`config.mk`:
```
export PLATFORM = sky130hd
export DESIGN_NAME = jk_bank_seq
export DESIGN_NICKNAME = d
export VERILOG_FILES = /design/src/rtl/jk_bank_seq.sv
export SDC_FILE = /design/constraint.sdc
export NUM_CORES = 1
export LEC_CHECK = 0
export ABC_CLOCK_PERIOD_IN_PS = 2200
export CAP_MARGIN = 40
export CORE_UTILIZATION = 48
export DETAILED_ROUTE_END_ITERATION = 10
export GPL_ROUTABILITY_DRIVEN = 0
export PLACE_DENSITY = 0.9
export SKIP_LAST_GASP = 1
export SLEW_MARGIN = 10
export SYNTH_ARGS = -nofsm -noshare
export SYNTH_HDL_FRONTEND = slang
export SYNTH_SLANG_ARGS = --single-unit
```
`constraint.sdc`:
```
create_clock -name clk -period 2.2 [get_ports clk]
set_input_delay 0.66 -clock clk [delete_from_list [all_inputs] [get_ports clk]]
set_output_delay 0.66 -clock clk [all_outputs]
set_load 0.05 [all_outputs]
```
`src/rtl/jk_bank_seq.sv`:
```
`default_nettype none
// ============================================================================
// Module      : jk_bank_seq
// Description : Command sequencer for a bank of external JK flip-flop cells.
//               It pulses J/K on one cell, then checks that cell's Q after each pulse.
// Revision    : 1.0 - initial release
// ============================================================================
module jk_bank_seq #(
    parameter int WIDTH = 8,
    parameter int IDX_W = 3,
    parameter int REP_W = 4
) (
    input  logic             clk,
    input  logic             rst,
    input  logic             cmd_valid,
    output logic             cmd_ready,
    input  logic [1:0]       cmd_op,
    input  logic [IDX_W-1:0] cmd_idx,
    input  logic [REP_W-1:0] cmd_rep,
    input  logic [WIDTH-1:0] q_i,
    output logic [WIDTH-1:0] j_o,
    output logic [WIDTH-1:0] k_o,
    output logic             busy,
    output logic             done,
    output logic             err,
    output logic [WIDTH-1:0] q_snap
);

    localparam logic [1:0] c_st_idle  = 2'd0;
    localparam logic [1:0] c_st_apply = 2'd1;
    localparam logic [1:0] c_st_check = 2'd2;
    localparam logic [1:0] c_st_done  = 2'd3;

    localparam logic [1:0] c_op_hold  = 2'b00;
    localparam logic [1:0] c_op_reset = 2'b01;
    localparam logic [1:0] c_op_set   = 2'b10;

    logic [1:0]       r_state;
    logic [1:0]       w_next;
    logic [1:0]       r_op;
    logic [WIDTH-1:0] r_sel;
    logic [REP_W-1:0] r_rem;
    logic             r_exp;
    logic             r_err_acc;
    logic [WIDTH-1:0] r_j;
    logic [WIDTH-1:0] r_k;
    logic [WIDTH-1:0] r_q_snap;
    logic [WIDTH-1:0] w_dec;
    logic [WIDTH-1:0] w_j_nxt;
    logic [WIDTH-1:0] w_k_nxt;
    logic             w_accept;
    logic             w_idx_ok;
    logic             w_q_cur;

    // One-hot decode of the requested index; out-of-range indices decode to zero.
    genvar gi;
    generate
        for (gi = 0; gi < WIDTH; gi++) begin : g_dec
            assign w_dec[gi] = (int'(cmd_idx) == gi);
        end
    endgenerate

    assign w_idx_ok = (int'(cmd_idx) < WIDTH);
    assign w_accept = cmd_valid && (r_state == c_st_idle);
    assign w_q_cur  = |(q_i & r_sel);

    always_comb begin
        w_next  = r_state;
        w_j_nxt = '0;
        w_k_nxt = '0;
        case (r_state)
            c_st_idle: begin
                if (w_accept) begin
                    if (w_idx_ok) begin
                        w_next  = c_st_apply;
                        w_j_nxt = cmd_op[1] ? w_dec : '0;
                        w_k_nxt = cmd_op[0] ? w_dec : '0;
                    end else begin
                        w_next = c_st_done;
                    end
                end
            end
            c_st_apply: w_next = c_st_check;
            c_st_check: begin
                if (r_rem == '0) begin
                    w_next = c_st_done;
                end else begin
                    w_next  = c_st_apply;
                    w_j_nxt = r_op[1] ? r_sel : '0;
                    w_k_nxt = r_op[0] ? r_sel : '0;
                end
            end
            default: w_next = c_st_idle;
        endcase
    end

    always_ff @(posedge clk) begin
        if (rst) begin
            r_state   <= c_st_idle;
            r_op      <= c_op_hold;
            r_sel     <= '0;
            r_rem     <= '0;
            r_exp     <= 1'b0;
            r_err_acc <= 1'b0;
            r_j       <= '0;
            r_k       <= '0;
            r_q_snap  <= '0;
        end else begin
            r_state <= w_next;
            r_j     <= w_j_nxt;
            r_k     <= w_k_nxt;
            case (r_state)
                c_st_idle: begin
                    if (w_accept) begin
                        r_op      <= cmd_op;
                        r_sel     <= w_dec;
                        r_rem     <= cmd_rep;
                        r_exp     <= |(q_i & w_dec);
                        r_err_acc <= !w_idx_ok;
                    end
                end
                c_st_apply: begin
                    // Expected Q once the cell samples this pulse.
                    case (r_op)
                        c_op_hold:  r_exp <= r_exp;
                        c_op_reset: r_exp <= 1'b0;
                        c_op_set:   r_exp <= 1'b1;
                        default:    r_exp <= ~r_exp;
                    endcase
                end
                c_st_check: begin
                    if (w_q_cur != r_exp) begin
                        r_err_acc <= 1'b1;
                    end
                    if (r_rem == '0) begin
                        r_q_snap <= q_i;
                    end else begin
                        r_rem <= r_rem - 1'b1;
                    end
                end
                default: ;
            endcase
        end
    end

    assign cmd_ready = (r_state == c_st_idle);
    assign busy      = (r_state != c_st_idle);
    assign done      = (r_state == c_st_done);
    assign err       = done && r_err_acc;
    assign j_o       = r_j;
    assign k_o       = r_k;
    assign q_snap    = r_q_snap;

endmodule
`default_nettype wire

```
# Yosys cells after proc, flatten, opt, wreduce, memory -nomap -nowiden
# Cells that the tools add are included.
[totals]
regBits = 42
in_bits = 20
output_inout_bits = 28
word_cells = 68
[classes]
add_sub_neg = 1
n_eq_ne = 17
muxes = 22
n_bitwise = 3
reduce_logical = 16
[op_table]
columns = ["cell", "n"]
rows = [
  ["2-to-1 mux 8 bit", 8],
  ["one-hot mux 8 bit (2 select lines)", 2],
  ["AND 8 bit", 2],
  ["OR reduction 8 bit", 2],
  ["== test 3 bit, second input constant", 4],
  ["AND reduction 3 bit", 3],
  ["2-to-1 mux 4 bit", 2],
  ["one-hot mux 4 bit (2 select lines)", 1],
  ["== test 2 bit, second input constant", 3],
  ["== test 3 x 2 -> 1 bit, second input constant", 2],
  ["!= test 2 bit, second input constant", 3],
  ["one-hot mux 2 bit (3 select lines)", 1],
  ["nonzero test 2 bit", 3],
  ["== test 2 x 1 -> 1 bit, second input constant", 2],
  ["zero test 2 bit", 2],
  ["zero test 4 bit", 1],
  ["2-to-1 mux 2 bit", 2],
  ["one-hot mux 1 bit (2 select lines)", 2],
  ["AND reduction 2 bit", 2],
  ["subtractor 4 x 1 -> 4 bit, second input constant", 1],
  ["== test 3 x 1 -> 1 bit, second input constant", 1],
  ["zero test 3 bit", 1],
  ["2-to-1 mux 1 bit", 3],
  ["one-hot mux 1 bit (3 select lines)", 1],
  ["other kinds (4)", 5],
]

# Longest topological paths before layout
[logic_depth]
ltp_word = 5
depth_mapped = 7
depth_no_buf = 6

# Least setup slack after synthesis
# No wires, ideal clock.
[synth_path]
kind = "reg2out"
from = "reg r_state[0]"
to = "out busy"
arrival_time_ps = 1687
t_required_ps = 1540
setup_slack_ps = -147
path_stages_with_launch = 4
path_buffers = 1
path_cell_list = "dfxtp_1 -> clkbuf_1 -> nor2_1 -> inv_1"
[synth_via]
elab_chain_cells = 1
[synth_rtl]
columns = ["item", "line", "source"]
rows = [
  ["start: declaration", "38", "logic [1:0] r_state;"],
  ["start signal: assignment", "99", "r_state <= c_st_idle;"],
  ["start signal: assignment", "109", "r_state <= w_next;"],
  ["nonzero test 2 bit", "147", "assign busy = (r_state != c_st_idle);"],
  ["end: declaration", "23", "output logic busy,"],
]
# No other way between the ends.

# Final worst setup path
[layout_path]
from = "reg r_q_snap[5] (netlist: q_snap[5])"
to = "out q_snap[5]"
[layout_rtl]
columns = ["item", "line", "source"]
rows = [
  ["start: declaration", "47", "logic [WIDTH-1:0] r_q_snap;"],
  ["start signal: assignment", "136", "r_q_snap <= q_i;"],
  ["end: declaration", "26", "output logic [WIDTH-1:0] q_snap"],
]
# No word-level cell between the ends.

==> summary.log <==
INFO  setup_path     critical_path_class=reg -> out
INFO  final_layout   post_route_cells_drive_above_1_share=17.1%
INFO  setup_path     worst_r2r_startpoint=r_rem[0]
INFO  power          p_sw=0.490mW
INFO  global_routing grt_pass1_wl=8350um
INFO  clock_tree     worst_skew_pair.late_latency=0.29ns
INFO  clock_tree     cts.clk_slew.worst_paths=0.08ns
INFO  setup_path     critical-path-slowest-cell=sky130_fd_sc_hd__clkdlybuf4s50_1
INFO  global_routing first_global_vias=1841
INFO  final_layout   nFillCells=308
INFO  placement      cell_count_after_placement=326
INFO  floorplanning  die_area=4220squm
INFO  power          combinational_share_of_power=21.7%
INFO  clock_tree     cts_inserted_buffers=5
INFO  setup_path     worst_setup_path_endpoint=q_snap[5]
INFO  final_layout   num-nets-final=308
INFO  setup_path     worst_path_largest_cell_delay=0.81ns
INFO  hold_path      timing.hold.worst.class=reg -> reg
INFO  yosys          yosysUniqueCellTypes=41
INFO  power          share_clk_of_total_power=29.9%
INFO  route          detail_route.vias_per_cell=5.72
INFO  floorplanning  placement_rows=22
INFO  setup_path     critPathTopFamily=buffers and inverters
INFO  setup_path     path_cells=clkdlybuf4s50_1
INFO  clock_tree     clock_tree_from_tritoncts=yes
INFO  global_routing grt_start_max_net_pins=17
INFO  yosys          synth_async_sr_flop_share=0%
INFO  job            max_cap_viols=0
INFO  timing         clock_skew=0.00675ns
INFO  route          final_antenna_net_count=0
INFO  power          power_density=639nW/um^2
INFO  yosys          synth_enable_flop_cells=0
INFO  floorplanning  die_width=65.0um
INFO  floorplanning  floorplan.initialDensity=50.9%
INFO  clock_tree     clock_sink_count=42
INFO  timing         tightest_slew=0.588ns
INFO  setup_path     worst_ep_required_time=1.54ns
INFO  clock_tree     htreeDepth=2
INFO  timing         post-route-min-period=2.12ns
INFO  timing         final_max_slew_viol_count=0
INFO  timing         slew-limit-headroom=60.6%
INFO  power          cellLeakagePower=0.958nW
INFO  power          max-vdd-ir-drop=537uV
INFO  final_layout   mostFrequentLayoutCells=sky130_fd_sc_hd__clkdlybuf4s50_1 (43), sky130_fd_sc_hd__dfxtp_1 (42), sky130_fd_sc_hd__nand2_1 (34)
INFO  power          switching_share=28.9%
INFO  clock_tree     cts-root-to-sink-buffers=2
INFO  yosys          syn_nets=249
INFO  timing         grt_setup_unrepaired=false
INFO  setup_path     worst-endpoint-arrival=1.46ns
INFO  setup_path     largest_fanout_of_any_net_on_the_critical_path=2
INFO  final_layout   insertedDiodeCount=0
INFO  final_layout   utilization=70.7%
INFO  power          seqPwrFrac=48.3%
INFO  setup_path     worst-r2r-setup-slack=0.40ns
INFO  yosys          postSynth.topFlopCell=sky130_fd_sc_hd__dfxtp_1
INFO  final_layout   final_cells=334
INFO  route          postRouteWirelength=4900um
INFO  setup_path     r2r.worst_path.cells=6
INFO  power          p_int=1.20mW
INFO  setup_path     crit_start=q_snap[5]
INFO  timing         setup_total_negative_slack=0ns
INFO  setup_path     critical_path.reg2reg.endpoint=k_o[1]
INFO  yosys          yosysWarnings=0
INFO  floorplanning  area_inside_the_core_boundary=3740squm
INFO  power          total_power=1.69mW
INFO  setup_path     worst-path-buf-inv=1
INFO  timing         hold_violations=0
INFO  route          initialDrtViolationCount=132
INFO  yosys          synth_area_per_cell=8.43squm
INFO  setup_path     cp_num_cells=1
INFO  placement      place.port_buffers=47
INFO  yosys          synthesis.area=1900squm
INFO  clock_tree     postCtsHoldBufs=0
INFO  timing         finalCritPeriodShare=96.3%
INFO  placement      dpl.hpwl=3570um
INFO  clock_tree     cts_setup_buffers=0
INFO  yosys          synth-seq-area-share=44.2%
INFO  floorplanning  pin_count=48
INFO  clock_tree     post_cts_resize_count=0
INFO  setup_path     timing.critical_path.from_type=register
INFO  setup_path     endpoint_kind=primary output
INFO  yosys          ys_ff_latch=42
INFO  route          routed-via-count=1910
INFO  global_routing globalRouteOverflowTotal=0
INFO  route          drt_pass1_iterations=4
INFO  final_layout   layout_commonest_cell=sky130_fd_sc_hd__clkdlybuf4s50_1
INFO  timing         fmax=0.472GHz
INFO  timing         report.final.setup_viol=0
INFO  global_routing globalRouteTotalUtil=25.7%
INFO  final_layout   layout-area-overhead-vs-synth=39.0%
INFO  yosys          netlist_instances=226
INFO  route          drc=0
INFO  floorplanning  die_height=65.0um
INFO  status         status=finished, final reports clean
INFO  global_routing grt_antenna_before_repair=0
INFO  clock_tree     clock_root_buffer=sky130_fd_sc_hd__clkbuf_8
INFO  route          avgRoutedWirePerCell=14.7um
[worst min-delay path by stage]
| stage | from | endpoint | cells past startpoint |
|---|---|---|---|
| 6_report | q_snap[4] | q_snap[4] | 2 |
| 5_1_grt | q_snap[4] | q_snap[4] | 2 |
| 4_1_cts | q_snap[4] | q_snap[4] | 2 |
| 3_5_place_dp | q_snap[4] | q_snap[4] | 2 |
| 3_3_place_gp | q_snap[1] | q_snap[1] | 2 |
| 2_1_floorplan | r_err_acc | r_err_acc | 2 |
[cell type report]
class / instances / area (sq um) / share of cell area [%]
Clock inverter: 1 / 5.00 / 0.189
Sequential cell: 42 / 841 / 31.8
Timing Repair Buffer: 67 / 661 / 25.0
Inverter: 5 / 18.8 / 0.709
Tap cell: 48 / 60.1 / 2.27
Clock buffer: 7 / 86.3 / 3.26
Multi-Input combinational cell: 164 / 976 / 36.9
[synth_stat cells, types with 3 or more instances]
library cell / n / area (sq um)
sky130_fd_sc_hd__clkbuf_1: 8 / 30.0
sky130_fd_sc_hd__buf_2: 6 / 30.0
sky130_fd_sc_hd__o21ai_0: 3 / 15.0
sky130_fd_sc_hd__a21oi_1: 24 / 120
sky130_fd_sc_hd__nand3_1: 9 / 45.0
sky130_fd_sc_hd__nand2b_1: 3 / 18.8
sky130_fd_sc_hd__dfxtp_1: 42 / 841
sky130_fd_sc_hd__nor2_1: 27 / 101
sky130_fd_sc_hd__and2_1: 3 / 18.8
sky130_fd_sc_hd__inv_1: 5 / 18.8
sky130_fd_sc_hd__ha_1: 3 / 37.5
sky130_fd_sc_hd__nor2b_1: 3 / 18.8
sky130_fd_sc_hd__nand2_1: 34 / 128
sky130_fd_sc_hd__nor3b_1: 3 / 22.5
sky130_fd_sc_hd__a22oi_1: 18 / 135
[kinds of logic (layout without fill, tap and decap cells)]
group	Yosys count	in the layout	share of synthesized area, %
simple gates	100	100	26.3
compound gates	56	56	19.5
xor+xnor	1	1	0.460
fa+ha+maj	3	3	1.97
mux	4	4	2.89
flops	42	42	44.2
buf+inv	20	80	4.73
[power by group through the flow]
stage	clock network [mW]	logic, mW	registers [mW]
floorplan	0	0.197	0.847
global placement	0	0.349	0.831
detailed placement	0	0.361	0.833
CTS	0.514	0.365	0.816
global route	0.548	0.394	0.821
finish	0.507	0.368	0.818
[sequential cells by signal, indices dropped and copies added, names as in the netlist]
signal / cells
r_sel: 8
j_o: 8
r_exp: 1
r_err_acc: 1
r_rem: 4
r_state: 2
r_op: 2
q_snap: 8
k_o: 8
[per-stage QoR]
| stage | setup WS, ns | hold slack, ns | instance area, sq um |
|---|---|---|---|
| floorplan | 0.180 | 0.453 | 1910 |
| global placement | -0.0757 | 0.449 | 2560 |
| detailed placement | -0.174 | 0.449 | 2560 |
| CTS | 0.0745 | 0.463 | 2650 |
| global route | 0.0247 | 0.480 | 2650 |
| finish | 0.0803 | 0.461 | 2650 |
[worst min-delay path, cell delays in order (launching register included)]
cell and delay, ns:
sky130_fd_sc_hd__dfxtp_1 0.32, sky130_fd_sc_hd__nand2_1 0.05, sky130_fd_sc_hd__a21oi_1 0.05
[metal layers]
layer,vias to the layer above,GRT usage (%),share of wire [%]
met2,99,42.8,49
met1,890,32.5,42
li1,911,-,-
met3,10,4.93,7.0
met5,-,0,0
met4,0,9.72,1.8
Power figures use the tool's default switching activity.
